===== src/rtl/ace_ccu_snoop_issuer.sv =====
// Per-initiator snoop front end: target mask, select/AC issue, CR/CD return and snoop result.
// Optional counters enabled by defining ACE_CCU_SNOOP_ISSUER_STATS_EN.
module ace_ccu_snoop_issuer #(
    parameter int unsigned NumOup    = 4,
    parameter int unsigned AddrWidth = 64,
    parameter int unsigned DataWidth = 64,
    localparam int unsigned SrcWidth = (NumOup > 1) ? $clog2(NumOup) : 1
) (
    input  logic                 clk_i,
    input  logic                 rst_ni,
    input  logic                 req_valid_i,
    output logic                 req_ready_o,
    input  logic [AddrWidth-1:0] req_addr_i,
    input  logic [3:0]           req_snoop_i,
    input  logic [2:0]           req_prot_i,
    input  logic [SrcWidth-1:0]  req_src_i,
    output logic [NumOup-1:0]    sel_o,
    output logic                 sel_valid_o,
    input  logic                 sel_ready_i,
    output logic                 ac_valid_o,
    input  logic                 ac_ready_i,
    output logic [AddrWidth-1:0] ac_addr_o,
    output logic [3:0]           ac_snoop_o,
    output logic [2:0]           ac_prot_o,
    input  logic                 cr_valid_i,
    output logic                 cr_ready_o,
    input  logic [4:0]           cr_resp_i,
    input  logic                 cd_valid_i,
    output logic                 cd_ready_o,
    input  logic [DataWidth-1:0] cd_data_i,
    input  logic                 cd_last_i,
    output logic                 data_valid_o,
    input  logic                 data_ready_i,
    output logic [DataWidth-1:0] data_o,
    output logic                 data_last_o,
    output logic                 rsp_valid_o,
    input  logic                 rsp_ready_i,
    output logic [5:0]           rsp_o
`ifdef ACE_CCU_SNOOP_ISSUER_STATS_EN
    ,
    output logic [31:0]          stat_snoops_o,
    output logic [31:0]          stat_xfers_o
`endif
);

    localparam logic [2:0] StIdle   = 3'd0;
    localparam logic [2:0] StIssue  = 3'd1;
    localparam logic [2:0] StWaitCr = 3'd2;
    localparam logic [2:0] StFwdCd  = 3'd3;
    localparam logic [2:0] StResp   = 3'd4;

    logic [2:0]           state_q, state_d;
    logic [AddrWidth-1:0] addr_q, addr_d;
    logic [3:0]           snoop_q, snoop_d;
    logic [2:0]           prot_q, prot_d;
    logic [NumOup-1:0]    mask_q, mask_d, req_mask;
    logic                 sel_done_q, sel_done_d;
    logic                 ac_done_q, ac_done_d;
    logic [5:0]           rsp_q, rsp_d;
    logic                 fwd;

    // An out-of-range source index matches no bit, so every port is snooped.
    always_comb begin
        req_mask = '1;
        for (int unsigned i = 0; i < NumOup; i++) begin
            if (req_src_i == SrcWidth'(i)) req_mask[i] = 1'b0;
        end
    end

    assign fwd          = (state_q == StFwdCd);
    // Gated by reset so nothing is offered while the synchronous reset is held.
    assign req_ready_o  = (state_q == StIdle) && rst_ni;
    assign sel_valid_o  = (state_q == StIssue) && !sel_done_q;
    assign ac_valid_o   = (state_q == StIssue) && !ac_done_q;
    assign cr_ready_o   = (state_q == StWaitCr);
    assign data_valid_o = fwd && cd_valid_i;
    assign cd_ready_o   = fwd && data_ready_i;
    assign data_o       = fwd ? cd_data_i : '0;
    assign data_last_o  = fwd && cd_last_i;
    assign rsp_valid_o  = (state_q == StResp);
    assign sel_o        = mask_q;
    assign ac_addr_o    = addr_q;
    assign ac_snoop_o   = snoop_q;
    assign ac_prot_o    = prot_q;
    assign rsp_o        = rsp_q;

    always_comb begin
        state_d    = state_q;
        addr_d     = addr_q;
        snoop_d    = snoop_q;
        prot_d     = prot_q;
        mask_d     = mask_q;
        sel_done_d = sel_done_q;
        ac_done_d  = ac_done_q;
        rsp_d      = rsp_q;
        case (state_q)
            StIdle: begin
                if (req_valid_i) begin
                    addr_d     = req_addr_i;
                    snoop_d    = req_snoop_i;
                    prot_d     = req_prot_i;
                    mask_d     = req_mask;
                    sel_done_d = 1'b0;
                    ac_done_d  = 1'b0;
                    if (req_mask == '0) begin
                        rsp_d   = 6'b100000;
                        state_d = StResp;
                    end else begin
                        state_d = StIssue;
                    end
                end
            end
            StIssue: begin
                sel_done_d = sel_done_q || (sel_valid_o && sel_ready_i);
                ac_done_d  = ac_done_q || (ac_valid_o && ac_ready_i);
                if (sel_done_d && ac_done_d) begin
                    sel_done_d = 1'b0;
                    ac_done_d  = 1'b0;
                    state_d    = StWaitCr;
                end
            end
            StWaitCr: begin
                if (cr_valid_i) begin
                    rsp_d   = {1'b0, cr_resp_i};
                    state_d = cr_resp_i[0] ? StFwdCd : StResp;
                end
            end
            StFwdCd: begin
                if (cd_valid_i && data_ready_i && cd_last_i) state_d = StResp;
            end
            StResp: begin
                if (rsp_ready_i) state_d = StIdle;
            end
            default: state_d = StIdle;
        endcase
    end

    always_ff @(posedge clk_i) begin
        if (!rst_ni) begin
            state_q    <= StIdle;
            addr_q     <= '0;
            snoop_q    <= '0;
            prot_q     <= '0;
            mask_q     <= '0;
            sel_done_q <= 1'b0;
            ac_done_q  <= 1'b0;
            rsp_q      <= '0;
        end else begin
            state_q    <= state_d;
            addr_q     <= addr_d;
            snoop_q    <= snoop_d;
            prot_q     <= prot_d;
            mask_q     <= mask_d;
            sel_done_q <= sel_done_d;
            ac_done_q  <= ac_done_d;
            rsp_q      <= rsp_d;
        end
    end

`ifdef ACE_CCU_SNOOP_ISSUER_STATS_EN
    logic [31:0] stat_snoops_q, stat_snoops_d;
    logic [31:0] stat_xfers_q, stat_xfers_d;

    always_comb begin
        stat_snoops_d = stat_snoops_q;
        stat_xfers_d  = stat_xfers_q;
        if (rsp_valid_o && rsp_ready_i) begin
            if (!rsp_q[5]) stat_snoops_d = stat_snoops_q + 32'd1;
            if (rsp_q[0])  stat_xfers_d  = stat_xfers_q + 32'd1;
        end
    end

    always_ff @(posedge clk_i) begin
        if (!rst_ni) begin
            stat_snoops_q <= '0;
            stat_xfers_q  <= '0;
        end else begin
            stat_snoops_q <= stat_snoops_d;
            stat_xfers_q  <= stat_xfers_d;
        end
    end

    assign stat_snoops_o = stat_snoops_q;
    assign stat_xfers_o  = stat_xfers_q;
`endif

endmodule

===== config.mk =====
export PLATFORM = sky130hd
export DESIGN_NAME = ace_ccu_snoop_issuer
export DESIGN_NICKNAME = d
export VERILOG_FILES = /design/src/rtl/ace_ccu_snoop_issuer.sv
export SDC_FILE = /design/constraint.sdc
export NUM_CORES = 1
export LEC_CHECK = 0
export ABC_AREA = 1
export CORE_ASPECT_RATIO = 0.6
export CORE_UTILIZATION = 30
export DETAILED_ROUTE_END_ITERATION = 6
export HOLD_SLACK_MARGIN = 0.08
export MAX_ROUTING_LAYER = met4
export PLACE_DENSITY_LB_ADDON = 0.08
export RECOVER_POWER = 25
export SLEW_MARGIN = 0
export SYNTH_ARGS = -nofsm -noshare
export SYNTH_HDL_FRONTEND = slang
export SYNTH_SLANG_ARGS = --single-unit

===== constraint.sdc =====
create_clock -name clk_i -period 1.3 [get_ports clk_i]
set_input_delay 0.26 -clock clk_i [delete_from_list [all_inputs] [get_ports clk_i]]
set_output_delay 0.26 -clock clk_i [all_outputs]
set_load 0.1 [all_outputs]

==> flow_metrics.py <==
metrics = {
    "worst_setup_path": {
        "critPathSlowestCell": "dfxtp_4",
        "cp_num_buf_inv": 5,
        "timing.rr.start": "state_q[1]$_SDFFE_PN0P_",
        "critPathTopFamily": "simple AND/OR/NAND/NOR gates",
        "path_max_fanout": 7,
        "rrSetupSlack_ps": -470,
        "crit_path_frequent_cell": "buf_6",
        "crit_arrival_ps": 2040,
        "start_kind": "register",
        "crit_path_end_kind": "register",
        "crit_type": "register to register",
        "crit_required_ps": 1560,
        "cp-startpoint": "state_q[1]$_SDFFE_PN0P_",
        "cp_num_cells": 11,
        "rr_worst_depth": 11,
        "crit_chain": "buf_12 -> nor2_4 -> buf_6 -> buf_6 -> buf_6 -> nand3b_1 -> nand2_2 -> inv_4 -> nand2_8 -> nand2_1 -> a21oi_1",
        "cp_slowest_stage_delay_ps": 360,
        "r2r-end": "rsp_o[0]$_SDFFE_PN0P_",
        "crit_end": "rsp_o[0]$_SDFFE_PN0P_",
    },
    "synth": {
        "syn_area_um2": 3776,
        "ys_seq_area_share_pct": 45.59,
        "syn_inst": 557,
        "avgSynthCellArea_um2": 6.779,
        "ys.flop_type": "dfxtp_1",
        "synth.net_count": 709,
        "synth_edf_count": 0,
        "ys_ff_latch": 86,
        "yosysTopAreaCell": "dfxtp_1",
        "synth_cell_types": 21,
        "netlist.area_leader.share_pct": 45.59,
        "synth_area_leaders": "dfxtp_1, inv_1, a21oi_1, nor2_1, o21ai_0",
        "synth.most_common_cell": "inv_1",
        "async_flop_share_pct": 0,
        "ys_top_cells_by_count": "inv_1, dfxtp_1, a21oi_1",
        "synth_warnings": 0,
    },
    "route": {
        "first_pass_iters": 5,
        "drt_iter0_drc": 209,
        "post_drt_via_cell_ratio": 4.789,
        "drc": 0,
        "vias": 5163,
        "postRouteAntennaNets": 0,
        "wl_per_cell_um": 19.23,
        "drt-total-wl_mm": 20.73,
    },
    "sta": {
        "setup_viol": 158,
        "setup_ws_ps": -473.1,
        "worst_slew_pin_slew_ps": 389.1,
        "fmaxAchievable_ghz": 0.5640,
        "rsz0062_at_grt": "true",
        "finalMaxSlewViolations": 0,
        "fin_crit_sh_pct": 136.4,
        "hold_viol": 0,
        "period_needed_ps": 1773,
        "finClkSkew_ps": 17.03,
        "tns_ps": -64160,
        "slew_headroom_pct": 74.06,
    },
    "hold_path": {
        "hold_class": "input pin to register",
    },
    "layout": {
        "nets": 1060,
        "postLayoutCellArea_um2": 10680,
        "syn_to_final_growth_pct": 182.9,
        "regArea_um2": 1730,
        "drive_gt1_share_pct": 48.74,
        "antenna_cells": 0,
        "fillers": 525,
        "final_util_pct": 87.71,
        "multi_input_area_um2": 2544,
    },
    "die": {
        "dieHeight_um": 88.91,
        "pin_count": 305,
        "start_util_pct": 31.00,
        "dieArea_um2": 13050,
        "rows": 31,
        "core_area_um2": 12180,
        "die_width_um": 146.8,
    },
    "power": {
        "powerDensity_nw_per_um2": 2262,
        "power.total_mw": 24.17,
        "p_leak_nw": 4.388,
        "max-vdd-ir-drop_v": 0.001640,
    },
    "clock_tree": {
        "cts_buffer_depth": 2,
        "cts_tree": "built",
        "clock-sinks": 86,
        "clkTransAtPathRegs_ps": 80,
        "htreeDepth": 3,
        "clock_latency_ps": 340,
        "numCtsBuffers": 9,
        "clockRootBuffer": "clkbuf_16",
        "ctsHoldBuffers": 0,
    },
    "global_route": {
        "grt_pass1_wl_mm": 26.46,
        "antenna_found_initial": 0,
        "grt_pass1_vias": 4920,
        "overflow": 0,
        "grt_start_max_net_pins": 50,
        "track_usage_pct": 27.39,
    },
    "placed_design": {
        "post_dp_cell_area_um2": 9234,
        "dp_hpwl_mm": 12.57,
        "port_buffers": 304,
        "gp_congestion": 0.9145,
        "pre_cts_ws_ps": -305.6,
    },
    "job": {
        "maxCapViolCount": 0,
    },
    "run_status": {
        "status": "finished with violations",
        "violations": "negative setup slack",
    },
}
[sequential cells by signal (all words and copies together) (netlist names)]
name,count
rsp_o,6
sel_done_q,1
ac_prot_o,3
ac_snoop_o,4
ac_done_q,1
ac_addr_o,64
state_q,3
sel_o,4
[cells by family (layout without fill, tap and decap cells)]
kind of cell,Yosys count,count (layout),synth area share (%)
buf+inv,186,541,19.25
simple gates,121,122,13.02
flops,86,86,45.59
compound gates,164,164,22.13
[how the worst min path moves through the flow]
stage	cells after the start	slack, ps	startpoint	end
2_1_floorplan	2	420	cr_resp_i[1]	rsp_o[1]$_SDFFE_PN0P_
6_report	3	290	rst_ni	ac_addr_o[24]$_SDFFE_PN0P_
4_1_cts	3	260	rst_ni	ac_addr_o[24]$_SDFFE_PN0P_
3_5_place_dp	2	470	ac_addr_o[46]$_SDFFE_PN0P_	ac_addr_o[46]$_SDFFE_PN0P_
3_3_place_gp	2	470	ac_addr_o[50]$_SDFFE_PN0P_	ac_addr_o[50]$_SDFFE_PN0P_
5_1_grt	3	290	rst_ni	ac_addr_o[24]$_SDFFE_PN0P_
[layout by cell type, fill, tap and decap left out, drive strengths merged]
| cell | instances |
|---|---|
| buf | 217 |
| inv | 156 |
| clkdlybuf4s50 | 150 |
| dfxtp | 86 |
| a21oi | 84 |
| nor2 | 81 |
| o21ai | 74 |
| nand2 | 27 |
| clkbuf | 13 |
| nand3 | 12 |
| o21bai | 5 |
| clkinv | 3 |
| clkinvlp | 2 |
| nand3b | 1 |
| o21a | 1 |
| nand4 | 1 |
[where the power goes]
| part | internal (mW) | switching, mW |
|---|---|---|
| registers | 3.38 | 0.725 |
| logic | 6.46 | 11.1 |
| clock network | 1.34 | 1.19 |
| total | 11.2 | 13.0 |
[stage by stage]
step | hold WS (ps) | cells
floorplan | 422.7 | 557
global route | 293.9 | 1078
detailed placement | 471.5 | 1016
CTS | 262.1 | 1063
global placement | 467.6 | 1016
finish | 290.1 | 1078
[final cells by class]
class	instances	area share [%]
clock buffers	9	2.108
clock inverters	7	0.6208
inverters	154	5.681
multi-input cells	286	23.81
flip-flops and latches	86	16.20
well taps	165	1.933
repair buffers	371	49.65
[worst min-delay path, stage by stage]
cell and delay [ps]:
buf_2 200, o21ai_2 100, a21oi_2 40
[per-layer routing]
metal / vias to the layer above / GRT usage, % / part of all wire (%)
met5: - / - / 0
met4: 0 / 8.428 / 2.7
met3: 42 / 7.857 / 5.9
met2: 206 / 51.40 / 55
met1: 2511 / 28.20 / 37
li1: 2404 / - / -
[timing repair]
item | 4_1_cts | 5_1_grt
pin swaps | 13 | 13
endpoints found under the setup margin | 157 | 158
gates resized for setup | 129 | 121
gates cloned | 9 | 6
setup buffers | 22 | 12
No activity file was read; power rests on OpenSTA's default activity.
